`config.mk`:
```
export PLATFORM = sky130hd
export DESIGN_NAME = demosaic_seq_ctrl
export DESIGN_NICKNAME = d
export VERILOG_FILES = /design/src/rtl/demosaic_seq_ctrl.sv
export SDC_FILE = /design/constraint.sdc
export NUM_CORES = 1
export LEC_CHECK = 0
export BUFFER_PORTS_ARGS = -buffer_cell sky130_fd_sc_hd__buf_2
export CORE_MARGIN = 3
export CORE_UTILIZATION = 40
export DETAILED_ROUTE_END_ITERATION = 10
export GPL_ROUTABILITY_DRIVEN = 0
export GPL_TIMING_DRIVEN = 0
export PLACE_DENSITY = 0.7
export SLEW_MARGIN = 10
export SYNTH_ARGS = -nofsm -noshare
export SYNTH_HDL_FRONTEND = slang
export SYNTH_SLANG_ARGS = --single-unit
```
`constraint.sdc`:
```
create_clock -name clk -period 3.39 [get_ports clk]
set_input_delay 0.8475 -clock clk [delete_from_list [all_inputs] [get_ports clk]]
set_output_delay 0.8475 -clock clk [all_outputs]
set_load 0.05 [all_outputs]
```
`src/rtl/demosaic_seq_ctrl.sv`:
```
// demosaic_seq_ctrl: frame sequencer for the 2x2 demosaic datapath and its
// 2-row line buffer. It gates line-buffer shifts, primes two rows, and tracks
// output x/y and Bayer phase. After the last input pixel it flushes two rows
// of zeros so that every output pixel of the frame is produced.
// Optional feature macro: DEMOSAIC_SEQ_BORDER_EN (frame-edge flag on oBorder).
//
// state  | meaning
// IDLE   | waiting for iStart
// PRIME  | filling the two line-buffer rows, no outputs yet
// ACTIVE | every input shift yields one output pixel
// FLUSH  | shifting zeros for two rows to drain the last outputs
// DONE   | one cycle before returning to IDLE, raises oFrameDone
module demosaic_seq_ctrl #(
  parameter int         WIDTH   = 320,
  parameter int         HEIGHT  = 240,
  parameter logic [1:0] PATTERN = 2'b00
) (
  input  logic        clk,
  input  logic        reset,
  input  logic        iStart,
  input  logic        iValid,
  output logic        oShiftEn,
  output logic        oFlush,
  output logic        oOutValid,
  output logic [15:0] oX,
  output logic [15:0] oY,
  output logic [1:0]  oPhase,
  output logic        oBorder,
  output logic        oBusy,
  output logic        oFrameDone,
  output logic        oOverrun
);

  localparam logic [31:0] PRIME_N = 32'(2 * WIDTH);
  localparam logic [31:0] LAST_IN = 32'(WIDTH * HEIGHT - 1);
  localparam logic [31:0] LAST_S  = 32'(WIDTH * (HEIGHT + 2) - 1);
  localparam logic [15:0] X_LAST  = 16'(WIDTH - 1);
  localparam logic [15:0] Y_LAST  = 16'(HEIGHT - 1);

  typedef enum logic [2:0] {IDLE, PRIME, ACTIVE, FLUSH, DONE} state_t;

  state_t      state;
  logic [31:0] s;
  logic [15:0] nx;
  logic [15:0] ny;
  logic        start_ok;
  logic        out_fire;

  // Line-buffer clock enable and zero-injection select, decoded from state.
  always_comb begin
    oShiftEn = 1'b0;
    oFlush   = 1'b0;
    case (state)
      PRIME, ACTIVE: oShiftEn = iValid;
      FLUSH: begin
        oShiftEn = 1'b1;
        oFlush   = 1'b1;
      end
      default: ;
    endcase
  end

  // A start coinciding with the frame-done pulse is dropped.
  assign start_ok = (state == IDLE) && iStart && !oFrameDone;
  assign out_fire = oShiftEn && (s >= PRIME_N);

  // Sequencer state, shift count and registered output coordinates.
  always_ff @(posedge clk) begin
    if (reset) begin
      state      <= IDLE;
      s          <= '0;
      nx         <= '0;
      ny         <= '0;
      oOutValid  <= 1'b0;
      oX         <= '0;
      oY         <= '0;
      oPhase     <= '0;
      oBusy      <= 1'b0;
      oFrameDone <= 1'b0;
      oOverrun   <= 1'b0;
`ifdef DEMOSAIC_SEQ_BORDER_EN
      oBorder    <= 1'b0;
`endif
    end else begin
      oOutValid  <= out_fire;
      oFrameDone <= (state == DONE);
      if (oShiftEn) s <= s + 32'd1;
      if (out_fire) begin
        oX     <= nx;
        oY     <= ny;
        oPhase <= {ny[0], nx[0]} ^ PATTERN;
`ifdef DEMOSAIC_SEQ_BORDER_EN
        oBorder <= (nx == 16'd0) || (nx == X_LAST) || (ny == 16'd0) || (ny == Y_LAST);
`endif
        if (nx == X_LAST) begin
          nx <= '0;
          ny <= (ny == Y_LAST) ? 16'd0 : ny + 16'd1;
        end else begin
          nx <= nx + 16'd1;
        end
      end
      case (state)
        IDLE: begin
          if (start_ok) begin
            state    <= PRIME;
            s        <= '0;
            nx       <= '0;
            ny       <= '0;
            oOverrun <= 1'b0;
            oBusy    <= 1'b1;
          end
        end
        PRIME: begin
          // Tiny frames (HEIGHT==2) run out of input while still priming.
          if (oShiftEn && s == LAST_IN) state <= FLUSH;
          else if (oShiftEn && s == PRIME_N - 32'd1) state <= ACTIVE;
        end
        ACTIVE: begin
          if (oShiftEn && s == LAST_IN) state <= FLUSH;
        end
        FLUSH: begin
          if (iValid) oOverrun <= 1'b1;
          if (s == LAST_S) state <= DONE;
        end
        DONE: begin
          if (iValid) oOverrun <= 1'b1;
          state <= IDLE;
          oBusy <= 1'b0;
        end
        default: state <= IDLE;
      endcase
    end
  end

`ifndef DEMOSAIC_SEQ_BORDER_EN
  assign oBorder = 1'b0;
`endif

endmodule
```
==> results of run 1 <==
==> worst max-delay path: cells and delay by family <==
family                     cells  cell delay, ps
and+or+nand+nor                1             180
adders and majority gates      1             410
buffers and inverters          3             500
==> cells in the mapped netlist, drive strengths merged, types with 3 or more instances <==
library cell,number
nand4b,3
nand3b,4
or4,3
nand3,26
nor2,72
and2,3
and4,4
nor2b,4
clkbuf,19
inv,12
and3,10
or3,12
xnor2,22
a21oi,54
ha,4
dfxtp,103
buf,12
nand2,96
nand4,19
xor2,22
nor4,19
o21ai,15
nor3,12
==> area by class of cell <==
cell class | instances | share of cell area
clock inverter | 3 | 0.00406
tap | 140 | 0.0335
multi-input combinational | 427 | 0.446
inverter | 12 | 0.00860
buffer | 31 | 0.0277
clock buffer | 11 | 0.0464
sequential | 103 | 0.394
timing repair buffer | 42 | 0.0401
==> power by group through the flow <==
stage / combinational, mW / clock (mW) / sequential, mW
floorplan: 0.195 / 0 / 1.28
global placement: 0.269 / 0 / 1.27
detailed placement: 0.275 / 0 / 1.27
CTS: 0.276 / 0.967 / 1.24
global route: 0.308 / 1.02 / 1.24
finish: 0.277 / 0.943 / 1.24
==> metrics by stage <==
step | hold WS, ps | setup slack (ps) | utilization | total power, mW | cells
after detailed placement | 446 | 333 | 0.451 | 1.54 | 755
final | 450 | 605 | 0.475 | 2.46 | 769
after global placement | 441 | 326 | 0.451 | 1.54 | 755
after CTS | 455 | 569 | 0.475 | 2.49 | 769
after floorplan | 453 | 735 | - | 1.48 | 573
after global routing | 474 | 287 | 0.475 | 2.57 | 769
==> layer usage <==
layer  global-route usage  wire, µm  vias up
met5                    0         0        -
met2                0.284      5070       81
li1                     -         -     2068
met4               0.0617       212        0
met1                0.209      4650     1889
met3               0.0396       479       18
==> final timing paths <==
check	from	endpoint	slack (ps)	cells after the start
setup / recovery	iValid	oShiftEn	600	5
hold / removal	oY[14]	oY[14]	450	2
setup reg to reg	state[0]	s[23]	610	6
hold reg to reg	oY[14]	oY[14]	450	2
==> cell usage in the layout, fill, tap and decap left out, drive strengths merged, types with 22 or more instances in the layout <==
cell type  Yosys  layout
dfxtp        103     103
nand2         96      96
nor2          72      72
a21oi         54      54
buf           12      54
clkbuf        19      30
nand3         26      26
xnor2         22      22
xor2          22      22
==> sequential cells by signal, indices dropped and copies added (netlist names) <==
register    flops
s              32
nx             16
ny             16
oX             16
oY             16
state           3
oBusy           1
oFrameDone      1
oOutValid       1
oOverrun        1
==> logic make-up after synthesis <==
kind of cell,count (synthesis),synth area share
DFF,103,0.450
and+or+nand+nor,298,0.316
buffers and inverters,43,0.0415
adders and majority gates,5,0.0131
xor gates and xnor gates,44,0.0840
other,1,0.000818
muxes,1,0.00218
AOI/OAI and AO/OA,78,0.0925
==> impl_metrics.tcl, run 1 <==
set metrics [dict create \
    status "complete, no violations" \
    start_util 0.416 \
    rsz0062_at_grt "no" \
    grt_max_degree 16 \
    ctsResizeCount 0 \
    fill_cells 1087 \
    tns_ps 0 \
    cts_root_buf "clkbuf_16" \
    ys_warn_count 0 \
    clkTransAtPathRegs_ps 60 \
    h-tree-depth 3 \
    crit_slowest_cell "maj3_1" \
    slew_headroom 0.200 \
    numClockSinks 103 \
    hpwl_mm 7.60 \
    peakVddDrop_mv 0.324 \
    clk_path_buf_depth 2 \
    end_kind "output pin" \
    fin_skew_ps 11.8 \
    cpMostUsedCell "buf_2" \
    nets 634 \
    n_antenna_cell 0 \
    grt_util_all_layers 0.168 \
    dieArea_um2 12800 \
    power.leakage_nw 1.81 \
    cts_tree "built" \
    wirelength_mm 10.4 \
    antenna_found_initial 0 \
    grt_first_pass_wirelength_mm 17.9 \
    grt_pass1_vias 3809 \
    syn_area_per_cell_um2 8.01 \
    slowest_delay_ps 410 \
    fmax_ghz 0.359 \
    worstPathMaxFanout 7 \
    combPwrFrac 0.112 \
    synth_cells 573 \
    drt_iter0_markers 169 \
    clk_latency_ps 340 \
    cts_hold_buf 0 \
    seqPwrFrac 0.505 \
    dr.pass1.iters 4 \
    powerDensity_nw_per_um2 470 \
    wl_per_cell_um 13.5 \
    synth-main-ff-cell "dfxtp_1" \
    synthDistinctLibCells 46 \
    core_area_um2 11000 \
    num_vias 4056 \
    yosysTopAreaCell "dfxtp_1" \
    tightest_slew_ps 1190 \
    synth-async-reset-ratio 0 \
    arrival_ps 1940 \
    drc 0 \
    final_layout_size_suffix_gt1_frac 0.118 \
    finalSetupViolCount 0 \
    p_clk_frac 0.383 \
    io_buffers 42 \
    p_int_mw 1.82 \
    viasPerCell 5.27 \
    swShare 0.263 \
    postRouteAntennaNets 0 \
    rows 38 \
    synthesis.area_um2 4590 \
    syn_to_final_growth_pct 14.2 \
    ioPinCount 45 \
    dpl-instance-area_um2 4970 \
    hold_viol 0 \
    drv_cap 0 \
    cts_setup_buffers 0 \
    fp.dieW_um 113 \
    cp-start-kind "input pin" \
    fin_crit_ps 2790 \
    ys_ff_latch 103 \
    switchingPower_uw 647 \
    required_ps 2540 \
    report.final.slew_viol_count 0 \
    synth_edf_count 0 \
    multi_input_area_um2 2330 \
    stdcell_area_um2 5240 \
    ys_seq_area_frac 0.450 \
    numCtsBuffers 9 \
    synth_fp_nets 581 \
    hp-class "reg2reg" \
    yosysTopAreaCellShare 0.450 \
    synth_area_leaders "dfxtp_1 (45%), nand2_1 (7.8%), a21oi_1 (5.9%)" \
    die-height_um 113 \
    path_cells "buf_2, maj3_1, and2_1, buf_2, buf_2" \
    finalCritPeriodShare 0.822 \
    seq_area_um2 2060 \
    path_class "in2out" \
    gr-total-overflow 0 \
]
(Power assumes the default switching activity.)
==> run 2: changes to the inputs <==
--- a/config.mk
+++ b/config.mk
@@ -5,13 +5,14 @@
 export SDC_FILE = /design/constraint.sdc
 export NUM_CORES = 1
 export LEC_CHECK = 0
+export ABC_AREA = 1
 export BUFFER_PORTS_ARGS = -buffer_cell sky130_fd_sc_hd__buf_2
 export CORE_MARGIN = 3
 export CORE_UTILIZATION = 40
 export DETAILED_ROUTE_END_ITERATION = 10
 export GPL_ROUTABILITY_DRIVEN = 0
 export GPL_TIMING_DRIVEN = 0
-export PLACE_DENSITY = 0.7
+export PLACE_DENSITY = 0.71
 export SLEW_MARGIN = 10
 export SYNTH_ARGS = -nofsm -noshare
 export SYNTH_HDL_FRONTEND = slang
==> constraint.sdc (replaced) <==
create_clock -name clk -period 2.4 [get_ports clk]
set_input_delay 0.6 -clock clk [delete_from_list [all_inputs] [get_ports clk]]
set_output_delay 0.6 -clock clk [all_outputs]
set_load 0.05 [all_outputs]
==> run 2 against run 1 <==
  * Critical path depth rose by 1
  * First-iteration DRC count rose to 3.1 times the previous value
  * Clock-buffer cell count fell by 1
  * Via count rose by 30%
  * Design area rose by 16%
  * Sequential share of layout area fell by 5.4 points
  * Synthesized area rose by 16%
  * Sequential power rose by 60%
  * Worst setup slack got worse by 510 ps
  * Largest power group unchanged
  * Die area rose by 15%
  * Clock skew fell by 3.1 ps
  * Highest routed layer unchanged
==> impl_metrics.tcl, run 2 <==
set metrics [dict create \
    status "complete, no violations" \
    slew_headroom 0.622 \
    start_util 0.415 \
    fmax_ghz 0.433 \
    yosysMostFrequentCell "nand2_1" \
    critPathTopFamily "buffers and inverters" \
    h-tree-depth 3 \
    clk_path_buf_depth 2 \
    numCtsBuffers 9 \
    hpwl_mm 10.0 \
    nets 868 \
    synth_area_leaders "dfxtp_1 (39%), nand2_1 (12%), nor2_1 (8.0%)" \
    hold_viol 0 \
    arrival_ps 1710 \
    postRouteAntennaNets 0 \
    ys_seq_area_frac 0.389 \
    dp.cells 1022 \
    synth_edf_count 0 \
    synth_fp_nets 815 \
    fin_crit_ps 2310 \
    setup_ws_ps 93.1 \
    slowest_delay_ps 410 \
    synth-main-ff-cell "dfxtp_1" \
    end_kind "output pin" \
    cts_root_buf "clkbuf_16" \
    seq_area_um2 2060 \
    fill_cells 1289 \
    path_cells "inv_2, nor3_4, inv_2, nand2_4, buf_6, buf_4" \
    yosysTopAreaCellShare 0.389 \
    final_common_cell "nand2_1" \
    synth-async-reset-ratio 0 \
    numClockSinks 103 \
    worstPathMaxFanout 19 \
    netlist_top_cells_count "nand2_1 (176), nor2_1 (113), inv_1 (106), dfxtp_1 (103), a21oi_1 (66)" \
    finalSetupViolCount 0 \
    hp-class "reg2reg" \
    clkTransAtPathRegs_ps 70 \
    tightest_slew_ps 562 \
    synth_cells 807 \
    drv_cap 0 \
    path_buf_inv 4 \
    report.final.slew_viol_count 0 \
    die-height_um 121 \
    antenna_found_initial 0 \
    syn_area_per_cell_um2 6.57 \
    grt_util_all_layers 0.188 \
    dieArea_um2 14700 \
    cpMostUsedCell "inv_2" \
    clk_latency_ps 350 \
    hold_ws_ps 468 \
    cp-start-kind "flop" \
    drc 0 \
    powerDensity_nw_per_um2 871 \
    n_antenna_cell 0 \
    dpl-instance-area_um2 5730 \
    multi_input_area_um2 2670 \
    grt_max_degree 20 \
    viasPerCell 5.08 \
    power.leakage_nw 2.49 \
    grt_pass1_vias 4676 \
    gr-total-overflow 0 \
    ioPinCount 45 \
    synthesis.area_um2 5300 \
    fin_cells 1037 \
    rsz0062_at_grt "no" \
    mostFrequentLayoutCells "nand2_1 (176), nor2_1 (113), inv_1 (106), dfxtp_1 (103), a21oi_1 (66)" \
    p_total_mw 5.28 \
    grt_first_pass_wirelength_mm 22.2 \
    utilization 0.475 \
    dr.pass1.iters 5 \
    cts_hold_buf 0 \
    fin_skew_ps 8.65 \
    crit_slowest_cell "dfxtp_1" \
    stdcell_area_um2 6060 \
    synthDistinctLibCells 33 \
    core_area_um2 12800 \
    wirelength_mm 13.6 \
    final_layout_size_suffix_gt1_frac 0.110 \
    path_class "reg2out" \
    fp.dieW_um 121 \
    r2r_slack_ps 240 \
    rows 41 \
    tns_ps 0 \
    ys_warn_count 0 \
    drt_iter0_markers 521 \
    required_ps 1800 \
    dpl_worst_slack_ps -18.6 \
    largest_register "s" \
    syn_to_final_growth_pct 14.4 \
    yosysTopAreaCell "dfxtp_1" \
    ys_ff_latch 103 \
    cts_tree "built" \
    num_vias 5267 \
    finalCritPeriodShare 0.961 \
    largest_reg_flops 32 \
    wl_per_cell_um 13.1 \
    peakVddDrop_mv 0.388 \
    io_buffers 43 \
]
## run 2: cell count changes in the layout (fill, tap and decap cells not counted), moves of 16 or more
cell and delta:
xnor2_1 -21, nor2_1 +41, o21ai_0 +45, nor4_1 -16, inv_1 +94, nor3_1 +28, nand2_1 +81, nand3_1 +22
## run 2: kinds of logic (layout without fill, tap and decap cells)
| kind of cell | Yosys count | after routing | synth area share |
|---|---|---|---|
| adders and majority gates | 4 | 4 | 0.00944 |
| AOI/OAI and AO/OA | 135 | 135 | 0.130 |
| DFF | 103 | 103 | 0.389 |
| xor gates and xnor gates | 11 | 11 | 0.0182 |
| buffers and inverters | 135 | 193 | 0.108 |
| other | 1 | 1 | 0.000708 |
| and+or+nand+nor | 418 | 418 | 0.345 |
## run 2: where the power goes
part	switching [mW]	total [mW]	internal, mW
Combinational	1.26	1.68	0.415
Clock	0.679	1.63	0.951
Sequential	0.101	1.98	1.88
Total	2.04	5.28	3.24
## run 2: final timing paths
kind                 start        to  cells past startpoint
setup / recovery  state[1]  oShiftEn                      6
hold / removal      oX[11]    oX[11]                      2
setup reg to reg     nx[0]     ny[5]                     11
hold reg to reg     oX[11]    oX[11]                      2
## run 2: worst reg2reg max path, delay by kind of cell (launching register included)
family	cells	cell delay, ps
adders and majority gates	1	350
and+or+nand+nor	5	630
DFF	1	510
buffers and inverters	4	500
AOI/OAI and AO/OA	1	90
## run 2: what timing repair did
item                                    in CTS  in global routing
buffers inserted                             0                  0
resized for setup                            1                  1
endpoints found under the setup margin       1                  1
endpoints found under the hold margin        0                  0
## run 2: per-layer routing
| layer | up-vias | track usage | part of all wire |
|---|---|---|---|
| met5 | - | 0 | 0 |
| met4 | 0 | 0.0800 | 0.022 |
| met3 | 20 | 0.0252 | 0.055 |
| met2 | 161 | 0.290 | 0.43 |
| met1 | 2374 | 0.264 | 0.49 |
| li1 | 2712 | - | - |
## run 2: layout make-up
type / count / share of cell area
Sequential cell: 103 / 0.340
Tap cell: 172 / 0.0355
Clock buffer: 10 / 0.0394
Inverter: 110 / 0.0681
Buffer: 24 / 0.0256
Timing Repair Buffer: 43 / 0.0359
Clock inverter: 6 / 0.0151
Multi-Input combinational cell: 569 / 0.440
